File: src/rtl/fusion_pkg.sv
// Shared definitions for consumers of the fusion multiplier's partial products:
// product width, accumulator state encoding and the extend-and-shift helper.
package fusion_pkg;

    localparam int PSUM_W        = 8;
    localparam int ACC_W_DEFAULT = 24;

    typedef enum logic {
        ST_IDLE  = 1'b0,
        ST_ACCUM = 1'b1
    } acc_state_e;

    // Computed at 64 bits so every consumer can truncate to its own accumulator width.
    function automatic logic [63:0] extend_shift(
        input logic [PSUM_W-1:0] psum,
        input logic              is_signed,
        input int unsigned       shamt
    );
        logic [63:0] ext;
        ext = is_signed ? {{(64-PSUM_W){psum[PSUM_W-1]}}, psum}
                        : {{(64-PSUM_W){1'b0}}, psum};
        return ext << shamt;
    endfunction

endpackage

File: src/rtl/psum_extend_shift.sv
// Combinational sign/zero extension of one fusion product followed by a
// left barrel shift that weights it for fused higher-precision modes.
module psum_extend_shift
    import fusion_pkg::*;
#(
    parameter int ACC_W   = ACC_W_DEFAULT,
    parameter int SHIFT_W = 4
) (
    input  logic [PSUM_W-1:0]  psum_in,
    input  logic               psum_signed,
    input  logic [SHIFT_W-1:0] psum_shift,
    output logic [ACC_W-1:0]   term
);

    assign term = ACC_W'(extend_shift(psum_in, psum_signed, 32'(psum_shift)));

endmodule

File: src/rtl/psum_accumulator.sv
// Accumulates groups of shifted fusion products into one sum per group and
// hands completed sums to the consumer through a one-entry valid/ready buffer.
module psum_accumulator
    import fusion_pkg::*;
#(
    parameter int ACC_W   = ACC_W_DEFAULT,
    parameter int LEN_W   = 8,
    parameter int SHIFT_W = 4
) (
    input  logic               clk,
    input  logic               rst,
    input  logic [PSUM_W-1:0]  psum_in,
    input  logic               psum_signed,
    input  logic [SHIFT_W-1:0] psum_shift,
    input  logic               psum_valid,
    output logic               psum_ready,
    input  logic [LEN_W-1:0]   acc_len,
    output logic [ACC_W-1:0]   acc_out,
    output logic               acc_valid,
    input  logic               acc_ready,
    output logic               busy
);

    acc_state_e        state;
    acc_state_e        state_next;
    logic [LEN_W-1:0]  count;
    logic [LEN_W-1:0]  len_r;
    logic [ACC_W-1:0]  sum;
    logic [ACC_W-1:0]  term;
    logic [ACC_W-1:0]  base_sum;
    logic [ACC_W-1:0]  new_sum;
    logic [LEN_W-1:0]  eff_len;
    logic [LEN_W-1:0]  cur_len;
    logic [LEN_W-1:0]  next_count;
    logic              beat;
    logic              beat_done;
    logic              pop;

    psum_extend_shift #(
        .ACC_W   (ACC_W),
        .SHIFT_W (SHIFT_W)
    ) u_extend_shift (
        .psum_in     (psum_in),
        .psum_signed (psum_signed),
        .psum_shift  (psum_shift),
        .term        (term)
    );

    // The only stall is a full output buffer that is not being drained this cycle.
    assign psum_ready = !acc_valid || acc_ready;
    assign beat       = psum_valid && psum_ready;
    assign pop        = acc_valid && acc_ready;
    assign busy       = (count != '0);
    assign eff_len    = (acc_len == '0) ? LEN_W'(1) : acc_len;
    assign new_sum    = base_sum + term;

    always_ff @(posedge clk) begin
        if (rst) begin
            state <= ST_IDLE;
        end else begin
            state <= state_next;
        end
    end

    // A first beat starts from zero and uses the live acc_len; later beats use the latched length.
    always_comb begin
        state_next = state;
        base_sum   = sum;
        next_count = count + LEN_W'(1);
        cur_len    = len_r;
        if (state == ST_IDLE) begin
            base_sum   = '0;
            next_count = LEN_W'(1);
            cur_len    = eff_len;
        end
        beat_done = beat && (next_count == cur_len);
        if (beat) begin
            state_next = beat_done ? ST_IDLE : ST_ACCUM;
        end
    end

    always_ff @(posedge clk) begin
        if (rst) begin
            sum       <= '0;
            count     <= '0;
            len_r     <= '0;
            acc_out   <= '0;
            acc_valid <= 1'b0;
        end else begin
            if (beat) begin
                if (state == ST_IDLE) begin
                    len_r <= eff_len;
                end
                if (beat_done) begin
                    sum   <= '0;
                    count <= '0;
                end else begin
                    sum   <= new_sum;
                    count <= next_count;
                end
            end
            // A completion in the same cycle as a pop simply replaces the buffered sum.
            if (beat_done) begin
                acc_out   <= new_sum;
                acc_valid <= 1'b1;
            end else if (pop) begin
                acc_valid <= 1'b0;
            end
        end
    end

endmodule

File: config.mk
export PLATFORM = sky130hd
export DESIGN_NAME = psum_accumulator
export DESIGN_NICKNAME = d
export VERILOG_FILES = /design/src/rtl/fusion_pkg.sv /design/src/rtl/psum_extend_shift.sv /design/src/rtl/psum_accumulator.sv
export SDC_FILE = /design/constraint.sdc
export NUM_CORES = 1
export LEC_CHECK = 0
export CAP_MARGIN = 20
export CORE_ASPECT_RATIO = 1.5
export CORE_UTILIZATION = 55
export CTS_CLUSTER_SIZE = 20
export DETAILED_ROUTE_END_ITERATION = 8
export PLACE_DENSITY_LB_ADDON = 0.1
export REMOVE_ABC_BUFFERS = 1
export SYNTH_ARGS = -nofsm -noshare
export SYNTH_HDL_FRONTEND = slang
export SYNTH_HIERARCHICAL = 1
export SYNTH_SLANG_ARGS = --single-unit
File: constraint.sdc
create_clock -name clk -period 8.4 [get_ports clk]
set_clock_uncertainty 0.15 [all_clocks]
set_input_delay 1.68 -clock clk [delete_from_list [all_inputs] [get_ports clk]]
set_output_delay 1.68 -clock clk [all_outputs]
set_load 0.05 [all_outputs]
# Word-level counts from Yosys, hierarchy flattened
# Cells that the tools add are included.
[classes]
addsub = 2
mux = 10
shifts = 1
n_reduce_logical = 8
eq_ne = 1
[op_table]
columns = ["op", "count"]
rows = [
  ["$mux W64", 1],
  ["$shl A64 B4 Y24", 1],
  ["$mux W24", 2],
  ["$mux W8", 4],
  ["$add A24 B24 Y24", 1],
  ["$add A8 B1 Y8 const B", 1],
  ["$eq A8 B8 Y1", 1],
  ["$logic_not A8 Y1", 1],
  ["$reduce_bool A8 Y1", 1],
  ["$logic_and A1 B1 Y1", 3],
  ["$mux W1", 3],
  ["$reduce_bool A2 Y1", 1],
  ["$logic_not A1 Y1", 1],
  ["$logic_or A1 B1 Y1", 1],
]
[totals]
ff_bits = 66
output_inout_bits = 27
inputBits = 25
wordCells = 28

# Longest topological paths before layout
[depth]
ltp_word = 6
ltp_mapped = 16
mapped_depth_nobuf = 13

# Cells and area by module
# The synthesis kept the hierarchy.
[modules_own_cells]
columns = ["module", "area_each_um2", "n_inst", "cells_per_inst"]
rows = [
  ["psum_accumulator", 4052.6, 1, 516],
  ["psum_extend_shift", 685.7, 1, 103],
]

# Worst setup path before layout
# Ideal clock, no wire load.
[synth_timing]
path_type = "in2reg"
startpoint = "input psum_shift[1]"
endpoint = "register acc_out[21]"
path_slack_ns = 3.650
arrival_ns = 4.521
stages = 13
cell_sequence = "mux2_2 o221ai_1 o21ai_0 o21a_1 ha_1 clkbuf_1 nand3_1 or3_1 o21ai_1 a41oi_1 a21boi_0 xnor2_1 a211oi_2"
[synth_between]
elab_chain_cells = 2
[synth_rtl]
columns = ["element", "line", "source"]
rows = [
  ["start: declaration", "psum_accumulator.sv:14", "input logic [SHIFT_W-1:0] psum_shift,"],
  ["$shl A64 B4 Y24", "fusion_pkg.sv:22", "return ext << shamt;"],
  ["via term[8]", "psum_accumulator.sv:29", "logic [ACC_W-1:0] term;"],
  ["$add A24 B24 Y24", "psum_accumulator.sv:55", "assign new_sum = base_sum + term;"],
  ["end signal: assignment", "psum_accumulator.sv:104", "acc_out <= new_sum;"],
  ["end: declaration", "psum_accumulator.sv:18", "output logic [ACC_W-1:0] acc_out,"],
]
# The timed path passes the listed nets, and every way through them passes these cells.
# A chain may end at the register's enable or synchronous reset.

# Worst setup path after layout
# Ends and elaborated chain as after synthesis.

==> impl_metrics.sql <==
INSERT INTO impl_metrics (metric_group, metric, value, unit) VALUES
('status', 'outcome', 'finished, final reports clean', ''),
('placement', 'place.port_buffers', '51', ''),
('routing', 'drt_pass1_iterations', '5', ''),
('yosys', 'post_synth_and_or_nand_nor_area_fraction', '25.9', '%'),
('clock_network', 'cts_tree', 'yes', ''),
('yosys', 'syn_inst', '619', ''),
('clock_network', 'path_clk_slew', '60', 'ps'),
('yosys', 'yosys.area_share.adder', '7.02', '%'),
('yosys', 'yosys_register_bits', '66', ''),
('timing', 'final_hold_viols', '0', ''),
('routing', 'detail_route.iter0.violations', '259', ''),
('clock_network', 'clkLatencyLatePin', '340', 'ps'),
('power_and_ir_drop', 'internal-power', '0.640', 'mW'),
('routing', 'route.final.wire_length', '12500', 'µm'),
('layout', 'insertedDiodeCount', '0', ''),
('yosys', 'warnings_from_yosys', '6', ''),
('timing', 'setup_tns', '0', 'ps'),
('power_and_ir_drop', 'fin_total_pwr', '0.897', 'mW'),
('timing', 'worst-slew-pin-transition', '982', 'ps'),
('timing', 'max_freq', '169', 'MHz'),
('grt', 'groute.usage.overall', '29.0', '%'),
('grt', 'grt_first_pass_wirelength', '20400', 'µm'),
('routing', 'vias', '4498', ''),
('clock_network', 'cts.sink_count', '66', ''),
('clock_network', 'postCtsSetupRepairBufs', '0', ''),
('routing', 'detail_route.wl_per_cell', '16.4', 'µm'),
('clock_network', 'post_cts_resize_count', '0', ''),
('clock_network', 'hold_bufs_at_cts', '0', ''),
('yosys', 'post_synth_xor_area_fraction', '6.10', '%'),
('power_and_ir_drop', 'netSwitchingPower', '0.257', 'mW'),
('timing', 'setup_violations', '0', ''),
('yosys', 'post_synth_mux_area_share', '5.91', '%'),
('die', 'core-area', '8360', 'µm²'),
('die', 'floorplan.io_pins', '52', ''),
('layout', 'num-fill-cells', '743', ''),
('yosys', 'seq_area_frac_synth', '27.9', '%'),
('yosys', 'syn-mean-instance-area', '7.65', 'µm²'),
('power_and_ir_drop', 'power_frac_comb', '19.8', '%'),
('placement', 'globalplace.congestion', '0.911', ''),
('placement', 'hpwlAfterDp', '8800', 'µm'),
('yosys', 'main_combinational_cell_family_by_area_after_synthesis', 'simple AND/OR/NAND/NOR gates', ''),
('power_and_ir_drop', 'peakVddDrop', '0.137', 'mV'),
('min_path', 'worst_hold_path_type', 'reg -> reg', ''),
('layout', 'most-common-layout-cells', '91 x sky130_fd_sc_hd__nand2_1, 66 x sky130_fd_sc_hd__a21oi_1, 66 x sky130_fd_sc_hd__dfxtp_1, 50 x sky130_fd_sc_hd__clkdlybuf4s50_1, 41 x sky130_fd_sc_hd__nor2_1', ''),
('yosys', 'synth_compound_gate_area_share', '22.4', '%'),
('die', 'die-area', '9000', 'µm²'),
('power_and_ir_drop', 'cell_area_power_density', '162', 'nW/µm²'),
('worst_setup_path', 'worst-path-max-fanout', '21', ''),
('worst_setup_path', 'arrival', '6040', 'ps'),
('timing', 'timing.max_slew.rel_slack', '34.3', '%'),
('power_and_ir_drop', 'p_leak', '2.17', 'nW'),
('worst_setup_path', 'critPathCaptureType', 'flip-flop', ''),
('timing', 'layout_min_cycle_time', '5930', 'ps'),
('layout', 'synthToLayoutAreaGrowth', '16.8', '%'),
('yosys', 'ys_dominant_reg_cell', 'sky130_fd_sc_hd__dfxtp_1', ''),
('die', 'rows', '41', ''),
('layout', 'post_route_cells_drive_above_1_share', '6.58', '%'),
('clock_network', 'ctsRootBufferMaster', 'sky130_fd_sc_hd__clkbuf_16', ''),
('power_and_ir_drop', 'pwr-share-clk', '43.3', '%'),
('routing', 'drc', '0', ''),
('yosys', 'synth_area', '4740', 'µm²'),
('worst_setup_path', 'worstPathRequired', '8510', 'ps'),
('yosys', 'synth_cell_type_count', '65', ''),
('yosys', 'ys_async_sr_fraction', '0', '%'),
('timing', 'post-route-period-util', '70.6', '%'),
('timing', 'unrepaired_setup_endpoints_after_global_routing', 'false', ''),
('grt', 'grt_antenna_before_repair', '0', ''),
('worst_setup_path', 'worst-setup-path-type', 'in -> reg', ''),
('worst_setup_path', 'crit_path_launch_type', 'input port', ''),
('job', 'maxCapViolations', '0', ''),
('worst_setup_path', 'rrSetupSlack', '4920', 'ps');
[state kept, by name (all words and copies together), names as in the netlist]
signal / count
acc_out: 24
count: 8
len_r: 8
acc_valid: 1
state: 1
sum: 24
[power by group through the flow]
stage          Clock, mW  Sequential [mW]  Combinational [mW]
4_1_cts            0.392            0.331               0.176
6_report           0.389            0.331               0.178
5_1_grt            0.408            0.332               0.194
3_3_place_gp           0            0.337               0.171
2_1_floorplan          0            0.342               0.109
3_5_place_dp           0            0.338               0.174
[cell families after synthesis]
logic type | count (synthesis)
flip-flops | 66
XOR/XNOR | 33
adder cells (fa/ha/maj) | 26
AO/OA/AOI/OAI | 167
AND/OR/NAND/NOR | 253
multiplexers | 26
buffers and inverters | 48
[through the flow]
stage	hold slack, ps	utilization (%)	setup slack (ps)	cells	area (µm²)
after floorplan	271	-	3700	580	4550
after global placement	284	62.6	2290	744	5230
after detailed placement	291	62.6	2190	744	5230
after CTS	298	66.2	2550	760	5540
after global routing	320	66.2	2220	760	5540
final	295	66.2	2470	760	5540
[worst paths after layout]
kind | from | to | depth (start not counted)
worst max-delay path | psum_shift[1] | acc_out[21] | 13
worst max register to register | state | acc_out[21] | 11
worst min-delay path | sum[7] | sum[7] | 2
worst min register to register | sum[7] | sum[7] | 2
[layer usage]
layer	up-vias	GRT usage (%)	wire (µm)
li1	2270	-	-
met1	2096	31.0	5110
met4	0	13.7	449
met2	98	54.9	6590
met5	-	0	0
met3	34	4.88	332
[critical path, stage by stage]
cell and delay [ps]:
sky130_fd_sc_hd__clkdlybuf4s50_1 980, sky130_fd_sc_hd__mux2_2 410, sky130_fd_sc_hd__o221ai_1 290, sky130_fd_sc_hd__o21ai_0 170, sky130_fd_sc_hd__o21a_1 240, sky130_fd_sc_hd__ha_1 400
sky130_fd_sc_hd__nand3_1 110, sky130_fd_sc_hd__or3_1 340, sky130_fd_sc_hd__o21ai_1 390, sky130_fd_sc_hd__a41oi_1 230, sky130_fd_sc_hd__a21boi_0 420, sky130_fd_sc_hd__xnor2_1 150
sky130_fd_sc_hd__a211oi_2 210
[synth_stat cells (6+ instances only)]
cell type | n | area, µm²
sky130_fd_sc_hd__nand2_1 | 91 | 342
sky130_fd_sc_hd__a21oi_1 | 66 | 330
sky130_fd_sc_hd__dfxtp_1 | 66 | 1320
sky130_fd_sc_hd__nor2_1 | 41 | 154
sky130_fd_sc_hd__nand3_1 | 37 | 185
sky130_fd_sc_hd__o21ai_0 | 30 | 150
sky130_fd_sc_hd__and2_1 | 27 | 169
sky130_fd_sc_hd__ha_1 | 25 | 313
sky130_fd_sc_hd__clkbuf_1 | 24 | 90.1
sky130_fd_sc_hd__xnor2_1 | 24 | 210
sky130_fd_sc_hd__mux2i_1 | 22 | 220
sky130_fd_sc_hd__a21o_1 | 17 | 128
sky130_fd_sc_hd__nor3_1 | 13 | 65.1
sky130_fd_sc_hd__inv_1 | 9 | 33.8
sky130_fd_sc_hd__xor2_1 | 9 | 78.8
sky130_fd_sc_hd__a211oi_1 | 7 | 52.6
sky130_fd_sc_hd__o21a_1 | 7 | 52.6
sky130_fd_sc_hd__buf_2 | 6 | 30.0
sky130_fd_sc_hd__nand4_1 | 6 | 37.5
[layout make-up]
class | instances | area (µm²) | area share (%)
sequential | 66 | 1320 | 23.9
multi-input combinational | 505 | 3190 | 57.6
inverter | 9 | 33.8 | 0.610
clock buffer | 12 | 256 | 4.63
clock inverter | 4 | 48.8 | 0.881
timing repair buffer | 57 | 551 | 9.94
tap | 107 | 134 | 2.42
Power figures use the tool's default switching activity.
